[src/rtl/pkt_mem_arbiter_if.sv]
// pkt_mem_arbiter_if: master-side request buses and the shared memory port of the packet memory arbiter.
interface pkt_mem_arbiter_if #(
    parameter int NUM_REQ = 3,
    parameter int ADDR_W  = 32,
    parameter int DATA_W  = 32
);
    logic [NUM_REQ-1:0]        req_i;
    logic [NUM_REQ-1:0]        ce_i;
    logic [NUM_REQ-1:0]        we_i;
    logic [NUM_REQ*ADDR_W-1:0] addr_i;
    logic [NUM_REQ*4-1:0]      width_i;
    logic [NUM_REQ*DATA_W-1:0] wdata_i;
    logic [NUM_REQ-1:0]        gnt_o;
    logic [DATA_W-1:0]         rdata_o;
    logic                      mem_ce_o;
    logic                      mem_we_o;
    logic [ADDR_W-1:0]         mem_addr_o;
    logic [3:0]                mem_width_o;
    logic [DATA_W-1:0]         mem_data_o;
    logic [DATA_W-1:0]         mem_data_i;

    modport slave (
        input  req_i, ce_i, we_i, addr_i, width_i, wdata_i, mem_data_i,
        output gnt_o, rdata_o, mem_ce_o, mem_we_o, mem_addr_o, mem_width_o, mem_data_o
    );

    modport master (
        output req_i, ce_i, we_i, addr_i, width_i, wdata_i, mem_data_i,
        input  gnt_o, rdata_o, mem_ce_o, mem_we_o, mem_addr_o, mem_width_o, mem_data_o
    );
endinterface

[src/rtl/pkt_mem_arbiter.sv]
// pkt_mem_arbiter: round-robin, burst-holding arbiter sharing one packet memory port among NUM_REQ masters.
module pkt_mem_arbiter #(
    parameter int NUM_REQ  = 3,
    parameter int ADDR_W   = 32,
    parameter int DATA_W   = 32,
    parameter int MAX_HOLD = 256
) (
    input  logic               clk,
    input  logic               rst_n,
    pkt_mem_arbiter_if.slave   bus,
    output logic               busy_o,
    output logic               err_hold_o
);
    localparam int OW = (NUM_REQ > 1) ? $clog2(NUM_REQ) : 1;
    localparam int HW = $clog2(MAX_HOLD + 1);

    typedef enum logic [1:0] {IDLE, BUSY, RELEASE} state_t;

    state_t         state_q, state_d;
    logic [NUM_REQ-1:0] gnt_q, gnt_d;
    logic [OW-1:0]  owner_q, owner_d, pick, idx;
    logic [HW-1:0]  hold_q, hold_d;
    logic           err_q, err_d, found;
    int             k;

    // owner_q doubles as last owner: scanning starts just past it, so it always ranks last
    always_comb begin
        pick  = owner_q;
        found = 1'b0;
        k     = 0;
        idx   = '0;
        for (int i = 1; i <= NUM_REQ; i++) begin
            k   = (int'(owner_q) + i) % NUM_REQ;
            idx = OW'(k);
            if (!found && bus.req_i[idx]) begin
                pick  = idx;
                found = 1'b1;
            end
        end
    end

    always_comb begin
        state_d = state_q;
        gnt_d   = gnt_q;
        owner_d = owner_q;
        hold_d  = hold_q;
        err_d   = err_q;
        if (state_q == BUSY) begin
            hold_d = (hold_q == HW'(MAX_HOLD)) ? hold_q : hold_q + 1'b1;
            err_d  = err_q | (hold_q == HW'(MAX_HOLD - 1));
            if (!bus.req_i[owner_q]) begin
                gnt_d   = '0;
                state_d = RELEASE;
            end
        end else if (found) begin
            state_d = BUSY;
            owner_d = pick;
            gnt_d   = NUM_REQ'(1) << pick;
            hold_d  = '0;
        end else begin
            state_d = IDLE;
        end
    end

    always_ff @(posedge clk or negedge rst_n) begin
        if (!rst_n) begin
            state_q <= IDLE;
            gnt_q   <= '0;
            owner_q <= OW'(NUM_REQ - 1);
            hold_q  <= '0;
            err_q   <= 1'b0;
        end else begin
            state_q <= state_d;
            gnt_q   <= gnt_d;
            owner_q <= owner_d;
            hold_q  <= hold_d;
            err_q   <= err_d;
        end
    end

    assign busy_o          = (state_q == BUSY);
    assign err_hold_o      = err_q;
    assign bus.gnt_o       = gnt_q;
    assign bus.rdata_o     = bus.mem_data_i;
    assign bus.mem_ce_o    = busy_o & bus.ce_i[owner_q];
    assign bus.mem_we_o    = busy_o & bus.we_i[owner_q];
    assign bus.mem_addr_o  = busy_o ? bus.addr_i[int'(owner_q)*ADDR_W +: ADDR_W] : '0;
    assign bus.mem_width_o = busy_o ? bus.width_i[int'(owner_q)*4 +: 4] : '0;
    assign bus.mem_data_o  = busy_o ? bus.wdata_i[int'(owner_q)*DATA_W +: DATA_W] : '0;
endmodule

[src/flat_wrapper.sv]
// flat-port wrapper written by rule: the top's interface ports become plain ports
module pkt_mem_arbiter_flat 
#(
    parameter int NUM_REQ  = 3,
    parameter int ADDR_W   = 32,
    parameter int DATA_W   = 32,
    parameter int MAX_HOLD = 256
)
  (clk, rst_n, busy_o, err_hold_o, bus_req_i, bus_ce_i, bus_we_i, bus_addr_i, bus_width_i, bus_wdata_i, bus_mem_data_i, bus_gnt_o, bus_rdata_o, bus_mem_ce_o, bus_mem_we_o, bus_mem_addr_o, bus_mem_width_o, bus_mem_data_o);
  pkt_mem_arbiter_if #(.NUM_REQ(NUM_REQ), .ADDR_W(ADDR_W), .DATA_W(DATA_W)) bus_i ();
  input  logic clk;
  input  logic rst_n;
  output logic busy_o;
  output logic err_hold_o;
  input wire logic [$bits(bus_i.req_i)-1:0] bus_req_i;
  input wire logic [$bits(bus_i.ce_i)-1:0] bus_ce_i;
  input wire logic [$bits(bus_i.we_i)-1:0] bus_we_i;
  input wire logic [$bits(bus_i.addr_i)-1:0] bus_addr_i;
  input wire logic [$bits(bus_i.width_i)-1:0] bus_width_i;
  input wire logic [$bits(bus_i.wdata_i)-1:0] bus_wdata_i;
  input wire logic [$bits(bus_i.mem_data_i)-1:0] bus_mem_data_i;
  output wire logic [$bits(bus_i.gnt_o)-1:0] bus_gnt_o;
  output wire logic [$bits(bus_i.rdata_o)-1:0] bus_rdata_o;
  output wire logic [$bits(bus_i.mem_ce_o)-1:0] bus_mem_ce_o;
  output wire logic [$bits(bus_i.mem_we_o)-1:0] bus_mem_we_o;
  output wire logic [$bits(bus_i.mem_addr_o)-1:0] bus_mem_addr_o;
  output wire logic [$bits(bus_i.mem_width_o)-1:0] bus_mem_width_o;
  output wire logic [$bits(bus_i.mem_data_o)-1:0] bus_mem_data_o;
  assign bus_i.req_i = bus_req_i;
  assign bus_i.ce_i = bus_ce_i;
  assign bus_i.we_i = bus_we_i;
  assign bus_i.addr_i = bus_addr_i;
  assign bus_i.width_i = bus_width_i;
  assign bus_i.wdata_i = bus_wdata_i;
  assign bus_i.mem_data_i = bus_mem_data_i;
  assign bus_gnt_o = bus_i.gnt_o;
  assign bus_rdata_o = bus_i.rdata_o;
  assign bus_mem_ce_o = bus_i.mem_ce_o;
  assign bus_mem_we_o = bus_i.mem_we_o;
  assign bus_mem_addr_o = bus_i.mem_addr_o;
  assign bus_mem_width_o = bus_i.mem_width_o;
  assign bus_mem_data_o = bus_i.mem_data_o;
  pkt_mem_arbiter #(.NUM_REQ(NUM_REQ), .ADDR_W(ADDR_W), .DATA_W(DATA_W), .MAX_HOLD(MAX_HOLD)) u_core (.clk(clk), .rst_n(rst_n), .bus(bus_i), .busy_o(busy_o), .err_hold_o(err_hold_o));
endmodule
[config.mk]
export PLATFORM = sky130hd
export DESIGN_NAME = pkt_mem_arbiter_flat
export DESIGN_NICKNAME = d
export VERILOG_FILES = /design/src/rtl/pkt_mem_arbiter_if.sv /design/src/rtl/pkt_mem_arbiter.sv /design/src/flat_wrapper.sv
export SDC_FILE = /design/constraint.sdc
export NUM_CORES = 1
export LEC_CHECK = 0
export BUFFER_PORTS_ARGS = -buffer_cell sky130_fd_sc_hd__buf_2
export CORE_AREA = 10 10 130 132
export CTS_CLUSTER_SIZE = 16
export DETAILED_ROUTE_END_ITERATION = 12
export DIE_AREA = 0 0 140 142
export SLEW_MARGIN = 20
export SYNTH_ARGS = -nofsm -noshare
export SYNTH_HDL_FRONTEND = slang
export SYNTH_SLANG_ARGS = --single-unit
[constraint.sdc]
create_clock -name clk -period 8.3 [get_ports clk]
set_input_delay 0 -clock clk [delete_from_list [all_inputs] [get_ports clk]]
set_output_delay 0 -clock clk [all_outputs]
set_load 0.01 [all_outputs]
=== Yosys cells after proc, flatten, opt, wreduce, memory -nomap -nowiden ===
Cells that the tools add are included.

* Register bits: 17
* Input port bits: 247
* Output and inout port bits: 107
* Word-level logic and storage cells: 67

* Add/sub/neg operators: 4
* Divide/modulo/power cells: 3
* $lt $le $gt $ge: 4
* Eq/ne operators: 5
* Shifts and indexed selects: 4
* Multiplexer cells: 30
* Bitwise gates (word level): 4
* Reduce and logical (&&, ||, !) cells: 8

{| class="wikitable"
|+ Operator list
! operator !! count
|-
| 96-bit by 8-bit variable part select with 32-bit output || 2
|-
| 32-bit by 3-bit remainder unit with 32-bit output (second input constant) || 3
|-
| 32-bit 2-to-1 mux || 2
|-
| 9-bit 2-to-1 mux || 3
|-
| 1-bit binary-select mux with 2-bit select || 6
|-
| 2-bit by 3-bit < comparator with 1-bit output (second input constant) || 4
|-
| 12-bit by 5-bit variable part select with 4-bit output || 1
|-
| 1-bit 2-to-1 mux || 10
|-
| 2-bit 2-to-1 mux || 5
|-
| 9-bit by 1-bit adder with 9-bit output (second input constant) || 1
|-
| 9-bit by 8-bit equality test with 1-bit output (second input constant) || 1
|-
| 9-bit equality test (second input constant) || 1
|-
| 3-bit 2-to-1 mux || 3
|-
| 2-bit by 2-bit adder with 3-bit output (second input constant) || 2
|-
| 2-bit AND reduction || 3
|-
| 4-bit 2-to-1 mux || 1
|-
| 2-bit != test (second input constant) || 2
|-
| 2-bit by 1-bit adder with 3-bit output (second input constant) || 1
|-
| 1-bit by 2-bit << shifter with 3-bit output (first input constant) || 1
|-
| 1-bit AND || 2
|-
| 2-bit by 1-bit equality test with 1-bit output (second input constant) || 1
|-
| 1-bit logical AND || 2
|-
| 1-bit zero test || 2
|-
| 2-bit nonzero test || 1
|-
| other kinds (2) || 2
|}

=== Logic depth before layout (Yosys ltp) ===
Gate-level depths: netlist of run 1.

* Depth in word-level cells: 14
* Depth in mapped cells: 10
* Gate-level depth less buffers: 7

=== Worst setup path before layout of run 1 ===
OpenSTA, ideal clock, no wires.

* Path kind: flip-flop to flip-flop
* Start: register u_core.owner_q[1]
* End: register u_core.gnt_q[2] (netlist: u_core.bus.gnt_o[2])
* Setup time: 121 ps
* Arrival: 2,565 ps
* Required time: 8,179 ps
* Slack: 5,614 ps
* Cell stages (with the launch flop): 10
* Path buffers: 2
* Clock period less this slack: 2,686 ps
* Cell sequence: dfstp_2 > clkbuf_1 > buf_2 > inv_1 > ha_1 > mux2i_1 > o22a_1 > or4_1 > o21a_2 > a22o_1

* Cells in the longest elaborated chain, start to end: 14
* Elaborated cells between the ends (all ways): 30
* Classes of those cells: add/sub: 3; div: 3; eq/ne: 1; shift: 1; mux: 16; reduce/logical: 6

{| class="wikitable"
|+ Ends and longest elaborated chain
! item !! line !! RTL
|-
| from (decl) || pkt_mem_arbiter.sv:21 || <nowiki>logic [OW-1:0] owner_q, owner_d, pick, idx;</nowiki>
|-
| from (signal assigned) || pkt_mem_arbiter.sv:69 || <nowiki>owner_q <= OW'(NUM_REQ - 1);</nowiki>
|-
| from (signal assigned) || pkt_mem_arbiter.sv:75 || <nowiki>owner_q <= owner_d;</nowiki>
|-
| 2-bit by 1-bit adder with 3-bit output || pkt_mem_arbiter.sv:33 || <nowiki>k = (int'(owner_q) + i) % NUM_REQ;</nowiki>
|-
| 32-bit by 3-bit remainder unit with 32-bit output || pkt_mem_arbiter.sv:33 ||
|-
| 1-bit binary-select mux with 2-bit select || pkt_mem_arbiter.sv:35 || <nowiki>if (!found && bus.req_i[idx]) begin</nowiki>
|-
| 1-bit 2-to-1 mux (implied by the code) || pkt_mem_arbiter.sv:35 ||
|-
| 1-bit 2-to-1 mux || pkt_mem_arbiter.sv:35 ||
|-
| 1-bit zero test || pkt_mem_arbiter.sv:35 ||
|-
| 1-bit logical AND || pkt_mem_arbiter.sv:35 ||
|-
| 1-bit 2-to-1 mux || pkt_mem_arbiter.sv:35 ||
|-
| 1-bit zero test || pkt_mem_arbiter.sv:35 ||
|-
| 1-bit logical AND || pkt_mem_arbiter.sv:35 ||
|-
| 2-bit 2-to-1 mux || pkt_mem_arbiter.sv:35 ||
|-
| 1-bit by 2-bit << shifter with 3-bit output || pkt_mem_arbiter.sv:58 || <nowiki>gnt_d = NUM_REQ'(1) << pick;</nowiki>
|-
| 3-bit 2-to-1 mux || pkt_mem_arbiter.sv:55 || <nowiki>end else if (found) begin</nowiki>
|-
| 3-bit 2-to-1 mux || pkt_mem_arbiter.sv:48 || <nowiki>if (state_q == BUSY) begin</nowiki>
|-
| to (signal assigned) || pkt_mem_arbiter.sv:74 || <nowiki>gnt_q <= gnt_d;</nowiki>
|-
| to (decl) || pkt_mem_arbiter.sv:20 || <nowiki>logic [NUM_REQ-1:0] gnt_q, gnt_d;</nowiki>
|}

Parallel ways exist; a longest one is shown, timed or not. The select of a mux whose other input is x is not followed.
A chain may end at the register's enable or synchronous reset.

=== Worst setup path in the final report of run 1 ===
* Start: register u_core.owner_q[1]
* End: register u_core.owner_q[0]

* Cells in the longest elaborated chain, start to end: 12
* Elaborated cells between the ends (all ways): 23
* Classes of those cells: add/sub: 3; div: 3; mux: 12; reduce/logical: 5

{| class="wikitable"
|+ Ends and longest elaborated chain
! item !! line
|-
| 2-bit by 1-bit adder with 3-bit output || pkt_mem_arbiter.sv:33
|-
| 32-bit by 3-bit remainder unit with 32-bit output || pkt_mem_arbiter.sv:33
|-
| 1-bit binary-select mux with 2-bit select || pkt_mem_arbiter.sv:35
|-
| 1-bit 2-to-1 mux (implied by the code) || pkt_mem_arbiter.sv:35
|-
| 1-bit 2-to-1 mux || pkt_mem_arbiter.sv:35
|-
| 1-bit zero test || pkt_mem_arbiter.sv:35
|-
| 1-bit logical AND || pkt_mem_arbiter.sv:35
|-
| 1-bit 2-to-1 mux || pkt_mem_arbiter.sv:35
|-
| 1-bit zero test || pkt_mem_arbiter.sv:35
|-
| 1-bit logical AND || pkt_mem_arbiter.sv:35
|-
| 1-bit 2-to-1 mux || pkt_mem_arbiter.sv:35
|-
| 2-bit AND reduction (no source line) || --
|}

Parallel ways exist; a longest one is shown, timed or not. The select of a mux whose other input is x is not followed.

==> results_dict.tcl, run 1 <==
set metrics [dict create \
    dp_hpwl_mm 12.2 \
    layout_common_cells "buf_2 (289), nor2_1 (148), mux2i_1 (73)" \
    arrival_ps 2920 \
    max_freq_ghz 0.358 \
    dp.cells 869 \
    crit_fanout 33 \
    htree_levels 1 \
    rows 44 \
    dpl_cell_area_sq_um 4390 \
    rrSetupSlack_ps 5500 \
    cts_resized 0 \
    dr_total_vias 3978 \
    start_util_pct 21.4 \
    slew_headroom_pct 41.2 \
    grt_usage_pct 13.2 \
    syn_avg_cell_area_sq_um 6.68 \
    drive_gt1_share_pct 45.1 \
    nFillCells 1662 \
    syn_area_sq_um 3060 \
    status "finished clean" \
    layout.nets 945 \
    drc 0 \
    setup_tns_ps 0 \
    design_area_sq_um 4480 \
    layout_commonest_cell "buf_2" \
    multiInputGateArea_sq_um 2220 \
    min_path_cells 0 \
    synth_ff_type "dfrtp_1" \
    area_growth_pct 46.4 \
    viasPerCell 4.55 \
    ys_ff_latch 17 \
    rsz0062_at_grt "false" \
    peakVddDrop_mv 0.128 \
    whs_endpoint "bus_rdata_o[10]" \
    fin_crit_sh_pct 33.7 \
    synth.net_count 712 \
    die_h_um 142 \
    drtAntennaViolNets 0 \
    grt_max_degree 78 \
    r2r-start "u_core.owner_q[1]$_DFFE_PN1P_" \
    path_class "reg2reg" \
    synth_edf_count 0 \
    overflow 0 \
    worst_setup_path_start_kind "flip-flop" \
    seq_area_frac_synth_pct 13.9 \
    finalMaxSlewViolations 0 \
    synthCells 458 \
    avgRoutedWirePerCell_um 16.8 \
    worst_pin_slew_ps 881 \
    core_sq_um 14300 \
    setup_viol 0 \
    grt_pass1_vias 4041 \
    cts_buffers 3 \
    cts_tree "done" \
    setup_slack_ps 5500 \
    place_congestion 0.780 \
    max_cap_violations 0 \
    leakagePower_nw 2.55 \
    first_pass_iters 4 \
    drt-total-wl_mm 14.7 \
    final_cells 874 \
    root_buffer "clkbuf_16" \
    boundaryPins 354 \
    min_from "bus_mem_data_i[10]" \
    antenna_found_initial 0 \
    p_per_area_nw_per_um2 333 \
    yosysWarnings 0 \
    regArea_sq_um 432 \
    grt_pass1_wl_mm 22.0 \
    timing.hold.ws_ps 0.00282 \
    path_clk_slew_ps 50 \
    synthArstFlopShare_pct 100 \
    pre_cts_ws_ps 5500 \
    worst_ep_required_time_ps 8430 \
    drt-initial-drc-count 188 \
    finalCriticalPeriod_ps 2800 \
    diodes 0 \
    ys_types 45 \
    clock_skew_ps 5.21 \
    fp.dieW_um 140 \
    clockBufferDepth 2 \
    die_area_sq_um 19900 \
    r2r-end "u_core.owner_q[0]$_DFFE_PN0P_" \
    portBuffers 289 \
    clk_latency_ps 250 \
    final_hold_viol_count 0 \
    cts_sinks 17 \
    hold_path_class "in2out" \
    reg2regPathDepth 6 \
    worst_setup_path_end_kind "flip-flop" \
]
-- sequential cells by signal, indices dropped and copies added (netlist names) --
signal,count
u_core.bus.gnt_o,3
u_core.err_hold_o,1
u_core.hold_q,9
u_core.owner_q,2
u_core.state_q,2
-- per-stage QoR --
| stage | utilization (%) | total power, W |
|---|---|---|
| after global routing | 31.3 | 0.00165 |
| after floorplan | - | 0.00104 |
| after detailed placement | 30.7 | 0.00141 |
| after global placement | 30.7 | 0.00141 |
| final | 31.3 | 0.00149 |
| after CTS | 31.3 | 0.00152 |
-- power breakdown --
group / internal (W) / switching, W
logic: 0.000502 / 0.000725
clock network: 0.0000645 / 0.0000326
registers: 0.000113 / 0.0000552
-- cells by family after synthesis --
| family | synth area share, % |
|---|---|
| fa+ha+maj | 2.86 |
| mux | 25.1 |
| simple gates | 24.8 |
| flops | 13.9 |
| xor+xnor | 0.859 |
| buf+inv | 13.6 |
| compound gates | 18.8 |
-- cells in the mapped netlist (all sizes together) (6+ instances only) --
library cell,number,area share [%]
dfrtp,16,13
o21ai,12,2.3
inv,9,1.1
nand2,7,0.86
clkbuf,20,2.5
mux2i,73,24
a21oi,72,12
buf,45,10
nor2,149,18
ha,7,2.9
nand3,6,0.98
-- routing by layer --
layer  up-vias  GRT usage, %  wire (um)
met5         -             0          0
met4         0          2.55        204
met3        24          5.71       1570
met2       184          23.1       7380
met1      1776          14.6       5500
li1       1994             -          -
-- critical path: stages (launching register included) --
cell and delay (ps):
dfstp_4 930, inv_1 120, ha_1 260, mux2i_1 150, o22ai_1 410, o31a_1 440, mux2_1 360
-- worst max path at each step --
stage          slack (ps)                           from  cells past startpoint                               to
6_report             5500  u_core.owner_q[1]$_DFFE_PN1P_                      6    u_core.owner_q[0]$_DFFE_PN0P_
5_1_grt              5220  u_core.owner_q[0]$_DFFE_PN0P_                      7  u_core.bus.gnt_o[0]$_DFFE_PN0P_
3_3_place_gp         5570  u_core.owner_q[1]$_DFFE_PN1P_                      6    u_core.owner_q[0]$_DFFE_PN0P_
3_5_place_dp         5500  u_core.owner_q[0]$_DFFE_PN0P_                      7  u_core.bus.gnt_o[0]$_DFFE_PN0P_
2_1_floorplan        5610  u_core.owner_q[1]$_DFFE_PN1P_                      9  u_core.bus.gnt_o[2]$_DFFE_PN0P_
4_1_cts              5470  u_core.owner_q[0]$_DFFE_PN0P_                      7  u_core.bus.gnt_o[0]$_DFFE_PN0P_
-- final cells by class --
cell class / count / share of cell area, %
multi-input cells: 367 / 49.7
well taps: 184 / 5.14
inverters: 9 / 0.754
clock buffers: 3 / 1.68
clock inverters: 1 / 0.112
flip-flops and latches: 17 / 9.64
repair buffers: 293 / 33.0
-- repair_timing --
action | 4_1_cts | 5_1_grt
buffers inserted | 0 | 0
hold buffers | 1 | 0
hold endpoints to repair | 17 | 0
(Power assumes the default switching activity.)
==> inputs of run 2 (changes only) <==
Clock period 8.3 ns to 2.8 ns, I/O delays scaled along.
==> results_dict.tcl, run 2 (same netlist as run 1, synthesis figures left out) <==
set metrics [dict create \
    cpMaxStageDelayCell "dfstp_4" \
    timing.hold.ws_ps 0.00282 \
    start_util_pct 21.4 \
    reg2regPathDepth 5 \
    cpPeakStageDelay_ps 630 \
    regMostFlops "u_core.hold_q" \
    dp.cells 873 \
    rrSetupSlack_ps 380 \
    layout.nets 949 \
    fin_crit_sh_pct 86.5 \
    regArea_sq_um 432 \
    setup_tns_ps 0 \
    r2r-start "u_core.owner_q[1]$_DFFE_PN1P_" \
    overflow 0 \
    largest_register_ffs 9 \
    drt-total-wl_mm 14.8 \
    clk_latency_ps 250 \
    pre_cts_ws_ps 337 \
    die_area_sq_um 19900 \
    dr_total_vias 3986 \
    portBuffers 289 \
    cp_top_family "compound AO/OA/AOI/OAI gates" \
    cts_resized 0 \
    path_class "reg2reg" \
    cts_tree "done" \
    viasPerCell 4.54 \
    hold_path_class "in2out" \
    nFillCells 1619 \
    min_path_cells 0 \
    postCtsHoldBufs 1 \
    diodes 0 \
    p_per_area_nw_per_um2 990 \
    multiInputGateArea_sq_um 2220 \
    htree_levels 1 \
    finalCriticalPeriod_ps 2420 \
    clockBufferDepth 2 \
    final_hold_viol_count 0 \
    slew_headroom_pct 47.1 \
    dp_hpwl_mm 12.4 \
    area_growth_pct 47.4 \
    core_sq_um 14300 \
    arrival_ps 2560 \
    grt_pass1_vias 4092 \
    max_freq_ghz 0.413 \
    rsz0062_at_grt "false" \
    drive_gt1_share_pct 45.4 \
    worst_ep_required_time_ps 2940 \
    crit_fanout 36 \
    dpl_cell_area_sq_um 4420 \
    worst_setup_path_start_kind "flip-flop" \
    drc 0 \
    boundaryPins 354 \
    leakagePower_nw 2.57 \
    first_pass_iters 6 \
    max_cap_violations 0 \
    rows 44 \
    layout_common_cells "buf_2 (289), nor2_1 (148), mux2i_1 (73)" \
    cts_setup_buffers 0 \
    path_clk_slew_ps 50 \
    cts_sinks 17 \
    peakVddDrop_mv 0.588 \
    min_from "bus_mem_data_i[10]" \
    setup_viol 0 \
    layout_commonest_cell "buf_2" \
    fp.dieW_um 140 \
    worst_setup_path_end_kind "flip-flop" \
    status "finished clean" \
    setup_slack_ps 379 \
    antenna_found_initial 0 \
    clock_skew_ps 2.02 \
    crit_chain "buf_4 > mux2_2 > a221oi_1 > nor2_1 > a22o_1" \
    design_area_sq_um 4510 \
    cts_buffers 3 \
    r2r-end "u_core.bus.gnt_o[1]$_DFFE_PN0P_" \
    place_congestion 0.786 \
    grt_pass1_wl_mm 22.1 \
    crit_buf_inv 1 \
    worst_pin_slew_ps 794 \
    final_cells 878 \
    whs_endpoint "bus_rdata_o[10]" \
    grt_usage_pct 13.4 \
    grt_max_degree 72 \
    root_buffer "clkbuf_16" \
    drtAntennaViolNets 0 \
    finalMaxSlewViolations 0 \
    die_h_um 142 \
    avgRoutedWirePerCell_um 16.9 \
    drt-initial-drc-count 117 \
]
[run 2: final cells by class]
type                       instances  area share, %
inverter                           9          0.749
sequential                        17           9.58
multi-input combinational        367           49.3
clock buffer                       3           1.67
tap                              184           5.11
timing repair buffer             297           33.5
clock inverter                     1          0.111
[run 2: through the flow]
| stage | util, % | power, W |
|---|---|---|
| detailed placement | 30.9 | 0.00425 |
| global route | 31.5 | 0.00494 |
| floorplan | - | 0.00309 |
| global placement | 30.9 | 0.00425 |
| CTS | 31.5 | 0.00456 |
| finish | 31.5 | 0.00446 |
[run 2: worst max path at each step]
stage | start | end | slack (ps) | depth (start not counted)
after floorplan | u_core.owner_q[1]$_DFFE_PN1P_ | u_core.bus.gnt_o[2]$_DFFE_PN0P_ | 110 | 9
after global placement | u_core.owner_q[1]$_DFFE_PN1P_ | u_core.bus.gnt_o[1]$_DFFE_PN0P_ | 370 | 5
after detailed placement | u_core.owner_q[1]$_DFFE_PN1P_ | u_core.bus.gnt_o[2]$_DFFE_PN0P_ | 340 | 5
after CTS | u_core.owner_q[1]$_DFFE_PN1P_ | u_core.bus.gnt_o[1]$_DFFE_PN0P_ | 330 | 5
after global routing | u_core.owner_q[0]$_DFFE_PN0P_ | u_core.bus.gnt_o[0]$_DFFE_PN0P_ | 190 | 7
final | u_core.owner_q[1]$_DFFE_PN1P_ | u_core.bus.gnt_o[1]$_DFFE_PN0P_ | 380 | 5
[run 2: report_power, final]
group / internal [W] / switching, W / leakage, nW
logic: 0.00152 / 0.00226 / 2.30
clock network: 0.000191 / 0.0000946 / 0.0409
registers: 0.000333 / 0.0000620 / 0.221
total: 0.00205 / 0.00242 / 2.57
[run 2: per-layer routing]
metal  global-route usage, %  vias up  wire, um
met2                    23.7      182      7350
met5                       0        -         0
met1                    14.8     1773      5730
met4                    3.48        0       264
met3                    5.21       27      1500
li1                        -     2004         -
